### config.mk
export PLATFORM = sky130hd
export DESIGN_NAME = rdc_fault_monitor
export DESIGN_NICKNAME = d
export VERILOG_FILES = /design/src/rtl/rdc_fault_monitor.sv
export SDC_FILE = /design/constraint.sdc
export NUM_CORES = 1
export LEC_CHECK = 0
export CAP_MARGIN = 20
export CELL_PAD_IN_SITES_DETAIL_PLACEMENT = 1
export CELL_PAD_IN_SITES_GLOBAL_PLACEMENT = 1
export CORE_UTILIZATION = 48
export CTS_CLUSTER_SIZE = 16
export DETAILED_ROUTE_END_ITERATION = 16
export PLACE_DENSITY_LB_ADDON = 0.25
export SLEW_MARGIN = 20
export SYNTH_ARGS = -nofsm -noshare
export SYNTH_HDL_FRONTEND = slang
export SYNTH_SLANG_ARGS = --single-unit
### constraint.sdc
create_clock -name clk_i -period 9.35 [get_ports clk_i]
set_input_delay 1.4025 -clock clk_i [delete_from_list [all_inputs] [get_ports clk_i]]
set_output_delay 1.4025 -clock clk_i [all_outputs]
set_load 0.05 [all_outputs]
### src/rtl/rdc_fault_monitor.sv
//-----------------------------------------------------------------------------
// rdc_fault_monitor
//
// Fault-detection and register bank for the resolver-to-digital converter.
// Watches the sin/cos ADC sample streams, measures per-window peak
// magnitudes and raises sticky clipping, loss-of-signal, overrange and
// sin/cos mismatch flags. Thresholds, enable mask and error clear are
// reached through a strobe-based register interface.
//
// Optional feature macro: RDC_CLIP_DETECT_EN
//   defined   -> clipping comparator drives error bit 0
//   undefined -> no clip logic, bit 0 is always 0
//
// Ports:
//   clk_i        system clock (only clock)
//   reset_i      synchronous, active-high reset
//   sin_signal_i sin channel sample, two's complement, one per clock
//   cos_signal_i cos channel sample, two's complement, one per clock
//   reg_addr_i   register address
//   reg_data_i   register write data
//   reg_write_i  write strobe (one cycle)
//   reg_read_i   read strobe (one cycle)
//   reg_data_o   registered read data, held until the next read
//   error_o      masked sticky error flags
//
// Register map:
//   0x00 ID (RO)          0x01 LOS threshold       0x02 overrange threshold
//   0x03 mismatch thresh  0x04 DOS max tracker     0x05 DOS min tracker
//   0x06 enable mask      0x07 error clear (W1C, reads 0)
//-----------------------------------------------------------------------------
module rdc_fault_monitor #(
    parameter int unsigned                ADC_RESOLUTION = 14,
    parameter int unsigned                ADDR_WIDTH     = 8,
    parameter int unsigned                DATA_WIDTH     = 32,
    parameter int unsigned                WINDOW_LEN     = 4000,
    parameter logic [DATA_WIDTH-1:0]      ID_VALUE       = 'h12345678
) (
    input  logic                      clk_i,
    input  logic                      reset_i,
    input  logic [ADC_RESOLUTION-1:0] sin_signal_i,
    input  logic [ADC_RESOLUTION-1:0] cos_signal_i,
    input  logic [ADDR_WIDTH-1:0]     reg_addr_i,
    input  logic [DATA_WIDTH-1:0]     reg_data_i,
    input  logic                      reg_write_i,
    input  logic                      reg_read_i,
    output logic [DATA_WIDTH-1:0]     reg_data_o,
    output logic [7:0]                error_o
);

    localparam int unsigned N  = ADC_RESOLUTION;
    localparam int unsigned CW = (WINDOW_LEN > 1) ? $clog2(WINDOW_LEN) : 1;

    localparam logic [N-1:0] MAX_POS  = {1'b0, {(N-1){1'b1}}};
    localparam logic [N-1:0] MOST_NEG = {1'b1, {(N-1){1'b0}}};

    localparam logic [ADDR_WIDTH-1:0] A_ID    = ADDR_WIDTH'(0);
    localparam logic [ADDR_WIDTH-1:0] A_LOS   = ADDR_WIDTH'(1);
    localparam logic [ADDR_WIDTH-1:0] A_OVR   = ADDR_WIDTH'(2);
    localparam logic [ADDR_WIDTH-1:0] A_MIS   = ADDR_WIDTH'(3);
    localparam logic [ADDR_WIDTH-1:0] A_DMAX  = ADDR_WIDTH'(4);
    localparam logic [ADDR_WIDTH-1:0] A_DMIN  = ADDR_WIDTH'(5);
    localparam logic [ADDR_WIDTH-1:0] A_MASK  = ADDR_WIDTH'(6);
    localparam logic [ADDR_WIDTH-1:0] A_CLR   = ADDR_WIDTH'(7);

    // Magnitude as N-bit unsigned; the most negative code maps to 2^(N-1),
    // which still fits because the result is unsigned.
    function automatic logic [N-1:0] mag(input logic [N-1:0] s);
        mag = s[N-1] ? (~s + N'(1)) : s;
    endfunction

    // ------------------------------------------------------------------
    // Register bank
    // ------------------------------------------------------------------
    logic [N-1:0] los_thr, ovr_thr, mis_thr, dos_max, dos_min;
    logic [7:0]   mask;
    logic [7:0]   latched;
    logic [7:0]   detect;
    logic [7:0]   clr_bits;

    logic         wr_los, wr_ovr, wr_mis, wr_dmax, wr_dmin, wr_mask, wr_clr;

    assign wr_los  = reg_write_i && (reg_addr_i == A_LOS);
    assign wr_ovr  = reg_write_i && (reg_addr_i == A_OVR);
    assign wr_mis  = reg_write_i && (reg_addr_i == A_MIS);
    assign wr_dmax = reg_write_i && (reg_addr_i == A_DMAX);
    assign wr_dmin = reg_write_i && (reg_addr_i == A_DMIN);
    assign wr_mask = reg_write_i && (reg_addr_i == A_MASK);
    assign wr_clr  = reg_write_i && (reg_addr_i == A_CLR);

    assign clr_bits = wr_clr ? reg_data_i[7:0] : 8'h00;

    // ------------------------------------------------------------------
    // Sample register and window peak measurement
    // ------------------------------------------------------------------
    logic [N-1:0]  sin_q, cos_q;
    logic [N-1:0]  mag_s, mag_c;
    logic [N-1:0]  acc_s, acc_c;
    logic [N-1:0]  peak_s, peak_c;
    logic [CW-1:0] win_cnt;
    logic          eval_q;

    assign mag_s = mag(sin_q);
    assign mag_c = mag(cos_q);

    always_ff @(posedge clk_i) begin
        if (reset_i) begin
            sin_q   <= '0;
            cos_q   <= '0;
            win_cnt <= '0;
            acc_s   <= '0;
            acc_c   <= '0;
            peak_s  <= '0;
            peak_c  <= '0;
            eval_q  <= 1'b0;
        end else begin
            sin_q  <= sin_signal_i;
            cos_q  <= cos_signal_i;
            eval_q <= 1'b0;
            if (win_cnt == CW'(WINDOW_LEN - 1)) begin
                // Last sample of the window is folded straight into the
                // latched peak so no sample is lost at the boundary.
                win_cnt <= '0;
                peak_s  <= (mag_s > acc_s) ? mag_s : acc_s;
                peak_c  <= (mag_c > acc_c) ? mag_c : acc_c;
                acc_s   <= '0;
                acc_c   <= '0;
                eval_q  <= 1'b1;
            end else begin
                win_cnt <= win_cnt + CW'(1);
                if (mag_s > acc_s) acc_s <= mag_s;
                if (mag_c > acc_c) acc_c <= mag_c;
            end
        end
    end

    // ------------------------------------------------------------------
    // Fault detection
    // ------------------------------------------------------------------
    logic [N-1:0] pmax, pmin, delta;

    assign pmax  = (peak_s >= peak_c) ? peak_s : peak_c;
    assign pmin  = (peak_s >= peak_c) ? peak_c : peak_s;
    assign delta = (peak_s >= peak_c) ? (peak_s - peak_c) : (peak_c - peak_s);

    always_comb begin
        detect = '0;
`ifdef RDC_CLIP_DETECT_EN
        detect[0] = (sin_q == MAX_POS) || (sin_q == MOST_NEG) ||
                    (cos_q == MAX_POS) || (cos_q == MOST_NEG);
`endif
        // Peak faults only exist on the cycle after a window closes.
        if (eval_q) begin
            detect[1] = (pmax < los_thr);
            detect[2] = (pmax > ovr_thr);
            detect[3] = (delta > mis_thr);
        end
    end

    always_ff @(posedge clk_i) begin
        if (reset_i) begin
            los_thr <= '0;
            ovr_thr <= MAX_POS;
            mis_thr <= MAX_POS;
            dos_max <= '0;
            dos_min <= MAX_POS;
            mask    <= '0;
            latched <= '0;
        end else begin
            if (wr_los)  los_thr <= reg_data_i[N-1:0];
            if (wr_ovr)  ovr_thr <= reg_data_i[N-1:0];
            if (wr_mis)  mis_thr <= reg_data_i[N-1:0];
            if (wr_mask) mask    <= reg_data_i[7:0];

            if (wr_dmax)                         dos_max <= reg_data_i[N-1:0];
            else if (eval_q && (pmax > dos_max)) dos_max <= pmax;

            if (wr_dmin)                         dos_min <= reg_data_i[N-1:0];
            else if (eval_q && (pmin < dos_min)) dos_min <= pmin;

            // Set term is ORed after the clear so a same-cycle detection wins.
            latched <= (latched & ~clr_bits) | (detect & mask);
        end
    end

    assign error_o = latched & mask;

    // ------------------------------------------------------------------
    // Read path
    // ------------------------------------------------------------------
    logic [DATA_WIDTH-1:0] rd_mux;

    always_comb begin
        rd_mux = '0;
        case (reg_addr_i)
            A_ID:    rd_mux = ID_VALUE;
            A_LOS:   rd_mux = DATA_WIDTH'(los_thr);
            A_OVR:   rd_mux = DATA_WIDTH'(ovr_thr);
            A_MIS:   rd_mux = DATA_WIDTH'(mis_thr);
            A_DMAX:  rd_mux = DATA_WIDTH'(dos_max);
            A_DMIN:  rd_mux = DATA_WIDTH'(dos_min);
            A_MASK:  rd_mux = DATA_WIDTH'(mask);
            default: rd_mux = '0;
        endcase
    end

    always_ff @(posedge clk_i) begin
        if (reset_i) begin
            reg_data_o <= '0;
        end else if (reg_read_i) begin
            reg_data_o <= rd_mux;
        end
    end

    // Write-data bits above the widest register field carry no meaning.
    logic unused_wdata;
    assign unused_wdata = ^reg_data_i[DATA_WIDTH-1:N];

endmodule

# [After elaboration in Yosys (flattened, before gate mapping)]
# Index checks and enable logic that the tools add are counted.
[op_classes] n_reduce_logical=13 n_mux=15 bitwise=7 n_eq_ne=8 magnitude_cmp=8 addsub=5
[ops] op="29-bit case mux with 7 select lines" n=1
[ops] op="14-bit two-way mux" n=11
[ops] op="14-bit greater-than comparator" n=5
[ops] op="8-bit by 3-bit == test with 1-bit output (second input constant)" n=4
[ops] op="14-bit by 1-bit adder with 14-bit output (second input constant)" n=2
[ops] op="14-bit less-than comparator" n=2
[ops] op="14-bit NOT" n=2
[ops] op="14-bit subtractor" n=2
[ops] op="8-bit AND" n=2
[ops] op="8-bit by 2-bit == test with 1-bit output (second input constant)" n=2
[ops] op="14-bit >= comparator" n=1
[ops] op="12-bit by 1-bit adder with 12-bit output (second input constant)" n=1
[ops] op="12-bit == test (second input constant)" n=1
[ops] op="1-bit logical AND" n=9
[ops] op="4-bit by 8-bit AND with 8-bit output" n=1
[ops] op="8-bit by 1-bit == test with 1-bit output (second input constant)" n=1
[ops] op="8-bit zero test" n=1
[ops] op="8-bit two-way mux" n=1
[ops] op="8-bit NOT" n=1
[ops] op="8-bit bitwise OR" n=1
[ops] op="2-bit nonzero test" n=2
[ops] op="3-bit two-way mux" n=1
[ops] op="2-bit OR reduction" n=1
[ops] op="1-bit two-way mux" n=1
[word_totals] reg_bits=215 word_cells=72 inputBits=72 output_inout_bits=40

# [Depth between registers and ports, before layout]
[depth] word_depth=6 mapped_depth=23 depth_no_buf=21

# [Worst setup path after synthesis]
# Ideal clock, no wire load.
[synth_path] path_kind="reg-to-reg" startpoint="register peak_s[0]" endpoint="register dos_max[10]" slack_ns=5.001 setup_ns=0.128 required_time_ns=9.222 path_stages_with_launch=23 arrival_time_ns=4.221 path_cell_list="dfxtp_1 > inv_1 > ha_1 > inv_1 > fa_1 > a211oi_2 > nor3_2 > o31ai_4 > a21oi_4 > buf_2 > buf_2 > nand2_1 > o21ai_0 > ha_1 > nor2b_1 > o21a_1 > o21a_1 > o21ai_0 > a211o_1 > a21oi_1 > buf_2 > mux2i_1 > o21ai_0"
[synth_via] elab_chain_len=5 word_cells_on_any_way=7 classes_between="order compare: 2; mux: 3; reduce/logical: 2"
[synth_rtl] item="start, declared" line="98" text="logic [N-1:0] peak_s, peak_c;"
[synth_rtl] item="start signal, assigned" line="123" text="peak_s <= (mag_s > acc_s) ? mag_s : acc_s;"
[synth_rtl] item="14-bit >= comparator" line="141" text="assign pmax = (peak_s >= peak_c) ? peak_s : peak_c;"
[synth_rtl] item="14-bit two-way mux (*)" line="141"
[synth_rtl] item="14-bit greater-than comparator" line="175" text="else if (eval_q && (pmax > dos_max)) dos_max <= pmax;"
[synth_rtl] item="1-bit logical AND" line="175"
[synth_rtl] item="2-bit nonzero test (no line)"
[synth_rtl] item="end signal, assigned" line="174" text="if (wr_dmax) dos_max <= reg_data_i[N-1:0];"
[synth_rtl] item="end signal, assigned" line="175"
[synth_rtl] item="end, declared" line="74" text="logic [N-1:0] los_thr, ovr_thr, mis_thr, dos_max, dos_min;"
# Every way passes the cells marked *; elsewhere a longest branch is shown, timed or not. The select of a mux whose other input is x is not followed.
# A chain may end at the register's enable or synchronous reset.

# [Worst setup path in the final report]
[layout_path] startpoint="register peak_s[0]" endpoint="register dos_max[11]"
# The elaborated chain is that of the path after synthesis.

==> results.md <==
* Status: finished clean
* Number of synthesized flops with an enable pin at 0
* Total track usage at 0.294
* Routed wire per std cell at 20.2 um
* Routed Antenna Nets at 0
* Met2 Track Usage GR at 0.523
* Flop pwr share at 0.447
* Worst Skew at 0.0160 ns
* Unrepaired setup endpoints after global routing: false
* Post-Synthesis Cell Area at 0.0123 mm2
* Die area at 0.0263 mm2
* Layout cells sized above 1 at 0.0556
* Final core area utilization at 0.548
* Logic gate share of total power at 0.194
* Post-CTS setup buffers at 0
* Die width at 162 um
* DRT Pass-1 Iters at 5
* Met3 Usage GRT at 0.0455
* Sequential fraction of the synthesis area at 0.322
* DRT iter0 DRCs at 556
* Final setup vio count at 0
* Grt met1 use at 0.337
* Post-synth top flop: dfxtp_1
* Critical path type: reg2reg
* Worst-path cell chain: inv_1, ha_1, inv_1, fa_1, a211oi_2, nor3_2, o31ai_4, a21oi_4, buf_4, o21ai_0, ha_1, a21o_1, a21o_1, a21oi_1, o21ai_0, o211ai_1, a21oi_4, mux2i_1, o21ai_0
* Cell total after placement at 1844
* Min-delay worst type: reg2reg
* CTS Root Cell: clkbuf_16
* DR vias/cell at 5.92
* Max_cap viols at 0
* Final Hold Viols at 0
* H-tree levels at 4
* Slew margin rel. at 0.167
* Most frequent CP cell: o21ai_0
* Clk buf depth at 2
* Overall routed net length at 37.9 mm
* First-pass GRT wire length at 60.2 mm
* Nature of the critical path endpoint: register
* Sw Share at 0.317
* Max-slew violations at 0
* TritonCTS Sinks at 198
* CTS tree: done
* Leakage at 5.73 nW
* Ys Warns at 0
* Post-cts resize count at 0
* Cells after Synth at 1498
* Port Buf Inserts at 81
* WP data required at 9.63 ns
* Clock transition at the registers of the reported paths at 0.08 ns
* Routed vias at 11.1k
* Startpoint types: register
* Largest net degree at the start of global routing at 49
* N_diodes at 0
* Hold Slack at 0.466 ns
* Initial Util at 0.488
* Mapped Avg Cell Area at 8.21 um2
* Final worst path period share at 0.598
* Distinct cell type count of the synthesized netlist at 79
* I/O Pins at 112
* Power Dens Cells at 148 mW/mm2
* Initial antenna violation count at 0
* Post-synth ARST share at 0
* Int Pwr at 1.39 mW
* Vias in the first global route at 11.5k
* Crit-path max cell delay at 0.96 ns
* Hold buffers post-CTS at 0
* Arr. time, crit path at 5.87 ns
* Die Height at 162 um
* CTS buffer count at 17
* Worst Path Max Fanout at 48
* DP HPWL at 28.5 mm
* Min cycle time layout at 5.59 ns
* Area growth from synthesis to layout at 12.4%
* Drc violations at 0
* Row count at 58
* Flops & latches, synth at 198
* VDD IR-drop max at 0.104 mV
* Worst-margin pin slew at 1.25 ns
* Setup tns final at 0 ns
* Routability cong. at 0.947
* Clock latency at the later pin of the worst-skew pair at 0.45 ns
* Clk network pwr share at 0.359
* Layout Cells excl Fill at 1876
* Fmax at 179 MHz
* Global route overflow at 0
* Slowest CP cell: o21ai_0
* Final nets at 1733
* Psw at 0.645 mW
* Grt peak-use layer: met2
* Core area at 0.0252 mm2
[worst max-delay path: cells and delay by family, from the launching register on]
kind / cells / cell delay [ns]
AOI/OAI and AO/OA: 11 / 3.26
adders and majority gates: 3 / 0.90
buffers and inverters: 3 / 0.49
DFF: 1 / 0.40
muxes: 1 / 0.26
and+or+nand+nor: 1 / 0.09
[path summary, 6_finish.rpt]
kind | from | end | slack (ns) | cells past startpoint
setup / recovery | peak_s[0]$_SDFFE_PP0P_ | dos_max[11]$_SDFFE_PP0P_ | 3.76 | 19
hold / removal | win_cnt[0]$_SDFF_PP0_ | win_cnt[0]$_SDFF_PP0_ | 0.47 | 1
setup reg to reg | peak_s[0]$_SDFFE_PP0P_ | dos_max[11]$_SDFFE_PP0P_ | 3.76 | 19
hold reg to reg | win_cnt[0]$_SDFF_PP0_ | win_cnt[0]$_SDFF_PP0_ | 0.47 | 1
[power by group through the flow]
stage | clock network (mW) | registers (mW) | logic (mW)
3_5_place_dp | 0 | 0.929 | 0.388
3_3_place_gp | 0 | 0.927 | 0.372
2_1_floorplan | 0 | 0.922 | 0.273
4_1_cts | 0.740 | 0.911 | 0.397
6_report | 0.731 | 0.911 | 0.396
5_1_grt | 0.779 | 0.916 | 0.436
[placed cells by master (no fill, tap or decap), drive strengths merged, types with 8 or more instances in the layout]
cell,n
nand2,152
o21ai,78
o32ai,12
mux2i,45
a21oi,93
dfxtp,198
ha,126
clkdlybuf4s50,80
o211ai,30
a31oi,8
a22oi,15
a211oi,13
nand4,22
nor3,42
nor2,126
xnor2,35
a221oi,8
nand3,36
conb,12
mux2,12
nor2b,41
buf,15
o31ai,8
and3,9
clkbuf,18
a21o,33
and2,23
inv,146
o21a,8
o311ai,14
[state kept, by name, summed over array words and instances, names as in the netlist]
signal / flops
ovr_thr: 14
sin_q: 14
reg_data_o: 15
dos_max: 14
acc_c: 14
cos_q: 14
mask: 8
win_cnt: 12
latched: 8
acc_s: 14
eval_q: 1
peak_s: 14
dos_min: 14
mis_thr: 14
peak_c: 14
los_thr: 14
[routing by layer]
| layer | vias to the layer above | routed length [um] |
|---|---|---|
| met5 | - | 0 |
| li1 | 5303 | - |
| met1 | 5369 | 15500 |
| met2 | 339 | 18700 |
| met3 | 101 | 1850 |
| met4 | 0 | 1810 |
[cells by family (layout without fill, tap and decap cells)]
family	after synthesis	after routing	synth area share
muxes	57	57	0.0476
other	1	12	0.000305
adders and majority gates	128	128	0.132
buffers and inverters	228	265	0.0786
xor gates and xnor gates	42	42	0.0299
and+or+nand+nor	481	481	0.188
DFF	198	198	0.322
AOI/OAI and AO/OA	363	363	0.202
[metrics by stage]
| stage | power, mW | cell area, um2 | setup slack, ns |
|---|---|---|---|
| global placement | 1.30 | 13200 | 3.77 |
| global route | 2.13 | 13800 | 3.37 |
| finish | 2.04 | 13800 | 3.76 |
| CTS | 2.05 | 13800 | 3.56 |
| detailed placement | 1.32 | 13200 | 3.62 |
| floorplan | 1.19 | 12300 | 5.00 |
[final cells by class]
class / count / area [um2]
sequential: 198 / 3960
inverter: 138 / 518
clock inverter: 14 / 138
clock buffer: 18 / 429
multi-input combinational: 1083 / 7440
tap: 330 / 413
fill: 3055 / 11400
timing repair buffer: 95 / 911
[cells in the mapped netlist (8+ instances only)]
| library cell | count | area share |
|---|---|---|
| a211oi_1 | 11 | 0.0067 |
| dfxtp_1 | 198 | 0.32 |
| o311ai_1 | 8 | 0.0057 |
| inv_1 | 138 | 0.042 |
| buf_2 | 15 | 0.0061 |
| a22oi_1 | 15 | 0.0092 |
| nor2b_1 | 41 | 0.021 |
| a21o_1 | 33 | 0.020 |
| clkbuf_1 | 47 | 0.014 |
| o211ai_1 | 30 | 0.018 |
| o21a_1 | 8 | 0.0049 |
| ha_1 | 126 | 0.13 |
| buf_4 | 20 | 0.012 |
| o32ai_1 | 12 | 0.0086 |
| nand2_1 | 152 | 0.046 |
| nand4_1 | 21 | 0.011 |
| mux2i_1 | 45 | 0.037 |
| a21oi_1 | 92 | 0.037 |
| nor2_1 | 125 | 0.038 |
| a31oi_1 | 8 | 0.0041 |
| nand3_1 | 36 | 0.015 |
| mux2_2 | 11 | 0.010 |
| o21ai_0 | 74 | 0.030 |
| nor3_1 | 38 | 0.015 |
| xnor2_1 | 35 | 0.025 |
| and2_1 | 23 | 0.012 |
No activity file was read; power rests on OpenSTA's default activity.
